**src/rtl/key_debounce.sv**
```systemverilog
// -----------------------------------------------------------------------------
// key_debounce
//   Conditions a raw board pushbutton into clean single-cycle events. It sits
//   directly behind the KEY pin in the CLK50 domain. The pin is brought to a
//   common polarity (1 = pressed) and then synchronised. After that, a
//   four-state FSM with a debounce timer accepts a level only once it has been
//   stable for DEBOUNCE_CYCLES samples. A hold timer raises LONG once per
//   press, when the key has stayed pressed for LONGPRESS_CYCLES.
//
// Ports
//   CLK50      in   1      system clock
//   RST        in   1      asynchronous reset, active-high
//   KEY        in   1      raw asynchronous button pin
//   KEY_LEVEL  out  1      debounced level, 1 = pressed
//   PRESS      out  1      one-cycle pulse on accepted press
//   RELEASE    out  1      one-cycle pulse on accepted release
//   LONG       out  1      one-cycle pulse, once per press, after a long hold
//   PRESS_CNT  out  CNT_W  accepted presses, modulo 2^CNT_W
//   LED0       out  1      toggles on every accepted press
// -----------------------------------------------------------------------------
module key_debounce #(
   parameter int DEBOUNCE_CYCLES  = 1000000,
   parameter int LONGPRESS_CYCLES = 50000000,
   parameter int CNT_W            = 8,
   parameter int ACTIVE_LOW       = 1
) (
   input  logic             CLK50,
   input  logic             RST,
   input  logic             KEY,
   output logic             KEY_LEVEL,
   output logic             PRESS,
   output logic             RELEASE,
   output logic             LONG,
   output logic [CNT_W-1:0] PRESS_CNT,
   output logic             LED0
);

   localparam int TMR_W  = $clog2(DEBOUNCE_CYCLES + 1);
   localparam int HOLD_W = $clog2(LONGPRESS_CYCLES + 1);

   localparam logic [TMR_W-1:0]  TMR_ONE   = TMR_W'(1);
   localparam logic [TMR_W-1:0]  TMR_LAST  = TMR_W'(DEBOUNCE_CYCLES - 1);
   localparam logic [HOLD_W-1:0] HOLD_MAX  = HOLD_W'(LONGPRESS_CYCLES);
   localparam logic [HOLD_W-1:0] HOLD_LAST = HOLD_W'(LONGPRESS_CYCLES - 1);
   localparam logic              POL       = (ACTIVE_LOW != 0);

   typedef enum logic [1:0] {
      RELEASED,
      PRESS_WAIT,
      PRESSED,
      RELEASE_WAIT
   } state_t;

   state_t             state;
   logic [TMR_W-1:0]   timer;
   logic [HOLD_W-1:0]  hold;
   logic               key_p0;
   logic               key_p1;

   // Stage p0/p1: polarity normalisation and two-flop synchroniser
   always_ff @(posedge CLK50 or posedge RST) begin
      if (RST) begin
         key_p0 <= 1'b0;
         key_p1 <= 1'b0;
      end else begin
         key_p0 <= KEY ^ POL;
         key_p1 <= key_p0;
      end
   end

   // Stage p2: debounce FSM, timers and registered event outputs
   always_ff @(posedge CLK50 or posedge RST) begin
      if (RST) begin
         state     <= RELEASED;
         timer     <= '0;
         hold      <= '0;
         KEY_LEVEL <= 1'b0;
         PRESS     <= 1'b0;
         RELEASE   <= 1'b0;
         LONG      <= 1'b0;
         PRESS_CNT <= '0;
         LED0      <= 1'b0;
      end else begin
         PRESS   <= 1'b0;
         RELEASE <= 1'b0;
         LONG    <= 1'b0;
         case (state)
            RELEASED: begin
               if (key_p1) begin
                  state <= PRESS_WAIT;
                  timer <= TMR_ONE;
               end
            end
            PRESS_WAIT: begin
               if (!key_p1) begin
                  // Bounce: drop back silently.
                  state <= RELEASED;
               end else if (timer == TMR_LAST) begin
                  state     <= PRESSED;
                  PRESS     <= 1'b1;
                  KEY_LEVEL <= 1'b1;
                  PRESS_CNT <= PRESS_CNT + 1'b1;
                  LED0      <= ~LED0;
                  hold      <= '0;
               end else begin
                  timer <= timer + 1'b1;
               end
            end
            PRESSED: begin
               if (!key_p1) begin
                  state <= RELEASE_WAIT;
                  timer <= TMR_ONE;
               end else if (hold != HOLD_MAX) begin
                  // Saturating at HOLD_MAX means LONG fires only on the
                  // single step into saturation, so once per press.
                  hold <= hold + 1'b1;
                  if (hold == HOLD_LAST) begin
                     LONG <= 1'b1;
                  end
               end
            end
            RELEASE_WAIT: begin
               if (key_p1) begin
                  // Release bounce: hold is kept, so LONG is not re-armed.
                  state <= PRESSED;
               end else if (timer == TMR_LAST) begin
                  state     <= RELEASED;
                  RELEASE   <= 1'b1;
                  KEY_LEVEL <= 1'b0;
               end else begin
                  timer <= timer + 1'b1;
               end
            end
            default: begin
               state <= RELEASED;
            end
         endcase
      end
   end

endmodule
```
**config.mk**
```make
export PLATFORM = sky130hd
export DESIGN_NAME = key_debounce
export DESIGN_NICKNAME = d
export VERILOG_FILES = /design/src/rtl/key_debounce.sv
export SDC_FILE = /design/constraint.sdc
export NUM_CORES = 1
export LEC_CHECK = 0
export CAP_MARGIN = 0
export CORE_ASPECT_RATIO = 2
export CORE_MARGIN = 2
export CORE_UTILIZATION = 45
export CTS_BUF_LIST = sky130_fd_sc_hd__clkbuf_4 sky130_fd_sc_hd__clkbuf_8
export DETAILED_ROUTE_END_ITERATION = 10
export GPL_TIMING_DRIVEN = 1
export PLACE_DENSITY = 0.63
export SYNTH_ARGS = -nofsm -noshare
export SYNTH_HDL_FRONTEND = slang
export SYNTH_SLANG_ARGS = --single-unit
```
**constraint.sdc**
```tcl
create_clock -name CLK50 -period 2.15 [get_ports CLK50]
set_clock_uncertainty 0.15 [all_clocks]
set_input_delay 0.215 -clock CLK50 [delete_from_list [all_inputs] [get_ports CLK50]]
set_output_delay 0.215 -clock CLK50 [all_outputs]
set_load 0.005 [all_outputs]
```
### Yosys cells after proc, flatten, opt, wreduce, memory -nomap -nowiden

Cells that the tools add are included.

* flip-flop bits (word level): 63
* input bits: 3

* add/subtract/negate cells: 3
* eq/ne operators: 16
* mux-type cells: 32
* bitwise gates (word level): 2
* reductions and logical operators: 8

Operators with widths (count)
* 2-to-1 mux 26 bit: 4
* 2-to-1 mux 20 bit: 5
* one-hot mux 20 bit (4 select lines): 1
* one-hot mux 26 bit (2 select lines): 1
* adder 26 x 1 -> 26 bit (second input constant): 1
* == test 26 bit (second input constant): 1
* != test 26 bit (second input constant): 1
* adder 20 x 1 -> 20 bit (second input constant): 1
* == test 20 bit (second input constant): 1
* != test 2 bit (second input constant): 8
* 2-to-1 mux 1 bit: 13
* 2-to-1 mux 2 bit: 6
* AND reduction 5 bit: 2
* adder 8 x 1 -> 8 bit (second input constant): 1
* one-hot mux 2 bit (4 select lines): 1
* AND reduction 4 bit: 2
* != test 3 bit (second input constant): 2
* == test 2 bit (second input constant): 2
* nonzero test 2 bit: 2
* AND reduction 3 bit: 1
* == test 2 x 1 -> 1 bit (second input constant): 1
* zero test 2 bit: 1
* NOT 1 bit: 2
* one-hot mux 1 bit (2 select lines): 1

### Logic depth before layout (Yosys ltp)

* word-level depth: 5
* mapped depth: 9

### Least setup slack after synthesis

No wires, ideal clock.

* path type: register -> register
* start: reg timer[1]
* end: reg hold[10]
* setup time: 131 ps
* data arrival time: 2022 ps
* required time: 1869 ps
* setup slack: -153 ps
* stages on the path, launching flop included: 8
* buffers on the path: 1
* period minus slack after synthesis: 2303 ps
* cells stage by stage: dfrtp_1 ha_1 nand2_1 or4b_4 or3_4 buf_6 a22oi_1 o32ai_1

* word-level cells in the longest chain between the ends: 3

Ends and longest elaborated chain
* from (decl): RTL line 55 `logic [TMR_W-1:0] timer;`
* from (signal assigned): RTL line 106 `timer <= timer + 1'b1;`
* from (signal assigned): RTL line 131 `timer <= timer + 1'b1;`
* == test 20 bit: RTL line 98 `end else if (timer == TMR_LAST) begin`
* != test 2 bit (no line)
* AND reduction 5 bit (no line)
* to (signal assigned): RTL line 116 `hold <= hold + 1'b1;`
* to (decl): RTL line 56 `logic [HOLD_W-1:0] hold;`

Every way passes these cells.
A chain may end at the register's enable or synchronous reset.

### Final worst setup path

* start: reg timer[8]
* end: reg hold[11]

Same word-level chain as after synthesis.

==> impl_metrics.ini <==
[worst_setup_path]
worstPathArrival_ns = 2.38
crit_path_top_delay_cell = or4b_4
critPathLaunch = timer[8]$_DFFE_PP0P_
crit_type = reg2reg
startpoint_type = flip-flop
cp-end-kind = flip-flop
slowest_delay_ns = 0.51
ff2ff_setup_slack_ns = -0.15
crit_path_max_fanout = 6
r2r-end = hold[11]$_DFFE_PP0P_
r2r_start = timer[8]$_DFFE_PP0P_
cp.required_ns = 2.23
reg2reg_depth = 6
path_cells = nor4_4, or4b_4, or3_4, nand2_1, buf_4, a31oi_1

[timing]
period_share_pct = 106.8
grt_setup_unrepaired = yes
final-setup-viol-count = 24
drv_slew = 0
worst_pin_slew_ns = 0.7668
tns_ns = -2.261
fmax_mhz = 435.4
hold_viol = 0
layout_min_cycle_time_ns = 2.297
finalWorstSetupSlack_ns = -0.1466
relSlewSlack_pct = 48.69

[pwr]
ir_worst_vdd_v = 0.0004557
leakagePower_nw = 2.181
p_per_area_nw_per_um2 = 528.1
finalPower_mw = 2.453

[yosys]
synth.largest_area_cell = dfrtp_1
synth_cell_types = 56
ys_seq_area_share_pct = 45.45
avgSynthCellArea_um2 = 9.528
ys_top_cells_by_area = dfrtp_1 (45%), nand2_1 (4.1%), xnor2_1 (3.8%)
ys_warn_count = 0
syn_nets = 371
synth_cells = 364
synth_top_area_share_pct = 45.45
async_flop_share_pct = 100.0
synth-edff-count = 0
syn-cell-area_um2 = 3468
synth-seq-cells = 63
synthFlopType = dfrtp_1

[die]
die_w_um = 66.08
die_area_um2 = 8468
die_h_um = 128.2
io_pins = 16
coreArea_um2 = 7545
initial_utilization_pct = 45.97
std_cell_rows = 45

[clock_network]
cts.sink_count = 63
htree_levels = 3
cts.reportedPaths.clkPinSlew_ns = 0.07
cts_tree = yes
clk_latency_ns = 0.35
cts_max_path_buffers = 2
root_buffer = clkbuf_8
cts_buffers = 9

[drt]
vias = 3170
wl_um = 9151
vias_per_cell = 5.849
ant_nets = 0
drt_iter0_drc = 192
dr.pass1.iters = 4
wire_per_inst_um = 16.88
drc = 0

[global_routing]
grt_start_max_net_pins = 64
antenna_found_initial = 0
grt_pass1_wl_um = 15350
grt_pass1_vias = 3254
overflow = 0
grt.total_usage_pct = 23.79

[cells_and_area]
antenna_cells = 0
area_delta_synth_final_pct = 33.91
layout_commonest_cell = buf_4
layout_common_cells = buf_4 (64), dfrtp_1 (63), nand2_1 (34)
drive_gt1_share_pct = 28.57
fin_nets = 451

[min_path]
worstHoldPathType = in2async

[place]
io_buffers = 15
place.gp.congestion = 0.8483
hpwl_um = 6656

[job]
cap_violations = 0

[status]
status = complete, but fails checks
violations = negative setup slack
-- worst max path at each step --
stage                               end  slack, ns  cells past startpoint
2_1_floorplan      hold[10]$_DFFE_PP0P_      -0.11                      7
3_3_place_gp       hold[10]$_DFFE_PP0P_      -0.10                      6
3_5_place_dp   PRESS_CNT[7]$_DFFE_PP0P_      -0.16                      6
4_1_cts            hold[10]$_DFFE_PP0P_      -0.13                      6
5_1_grt            hold[11]$_DFFE_PP0P_      -0.26                      6
6_report           hold[11]$_DFFE_PP0P_      -0.15                      6
-- Yosys cell counts (all sizes together), types with 2 or more instances --
| cell type | n |
|---|---|
| nand4 | 14 |
| a211o | 7 |
| a21boi | 2 |
| or3 | 2 |
| nor2b | 3 |
| nor3 | 12 |
| a22o | 5 |
| a31oi | 11 |
| a221o | 2 |
| or4 | 3 |
| nor4b | 3 |
| o21ai | 6 |
| mux2i | 2 |
| xor2 | 5 |
| a41oi | 3 |
| ha | 4 |
| a21oi | 11 |
| a22oi | 2 |
| or2 | 2 |
| clkbuf | 15 |
| nor2 | 28 |
| inv | 15 |
| nor4bb | 2 |
| o211a | 6 |
| a21o | 3 |
| and3 | 7 |
| nor4 | 12 |
| and2 | 3 |
| o211ai | 4 |
| and4 | 7 |
| dfrtp | 63 |
| buf | 6 |
| o2111ai | 2 |
| nand2 | 38 |
| xnor2 | 15 |
| nand3 | 21 |
| mux2 | 6 |
-- logic make-up (layout without fill, tap and decap cells) --
kind of cell,Yosys count,count (layout),share of synthesized area (%)
flip-flops,63,63,45.45
buffers and inverters,36,120,4.329
AO/OA/AOI/OAI,72,72,15.44
XOR/XNOR,20,20,5.051
adder cells (fa/ha/maj),4,4,1.443
multiplexers,8,8,2.525
AND/OR/NAND/NOR,161,161,25.76
-- area by class of cell --
class,instances,area (µm²)
Fill cell,661,2900
Multi-Input combinational cell,265,1911
Sequential cell,63,1577
Timing Repair Buffer,90,787.0
Clock buffer,11,151.4
Tap cell,94,117.6
Inverter,15,56.30
Clock inverter,4,45.04
-- sequential cells by signal (all words and copies together), names as in the netlist, named ones only --
register / count
KEY_LEVEL: 1
LED0: 1
LONG: 1
PRESS: 1
PRESS_CNT: 8
RELEASE: 1
hold: 26
key_p0: 1
key_p1: 1
state: 1
timer: 20
-- stage by stage --
stage	area [µm²]	setup WS [ns]	hold slack (ns)	cells	util, %
6_report	4644	-0.1466	0.09351	542	61.56
5_1_grt	4644	-0.2629	0.1326	542	61.56
4_1_cts	4427	-0.1277	0.1074	534	58.67
3_5_place_dp	4212	-0.1584	0.1865	519	55.82
3_3_place_gp	4212	-0.1038	0.1851	519	55.82
2_1_floorplan	3493	-0.1132	0.1244	364	-
-- power breakdown --
| group | internal (mW) | switching [mW] |
|---|---|---|
| clock network | 0.585 | 0.450 |
| registers | 1.21 | 0.0171 |
| logic | 0.0914 | 0.0976 |
| total | 1.89 | 0.565 |
-- critical path, delay by kind of cell (launching register included) --
family	cells	cell delay (ns)
buf+inv	1	0.16
simple gates	4	1.36
flops	1	0.42
compound gates	1	0.09
-- repair_timing --
action / 4_1_cts / 5_1_grt
gates cloned: 0 / 1
setup endpoints to repair: 32 / 38
buffers inserted: 0 / 9
pin swaps: 3 / 19
endpoints found under the hold margin: 0 / 0
gates resized for setup: 4 / 32
hold buffers: 0 / 0
-- layer usage --
| layer | up-vias | track usage, % | share of wire [%] |
|---|---|---|---|
| met3 | 36 | 5.180 | 2.1 |
| li1 | 1510 | - | - |
| met1 | 1560 | 24.13 | 36 |
| met2 | 64 | 44.53 | 58 |
| met4 | 0 | 10.56 | 4.7 |
| met5 | - | 0 | 0 |
(Power assumes the default switching activity.)
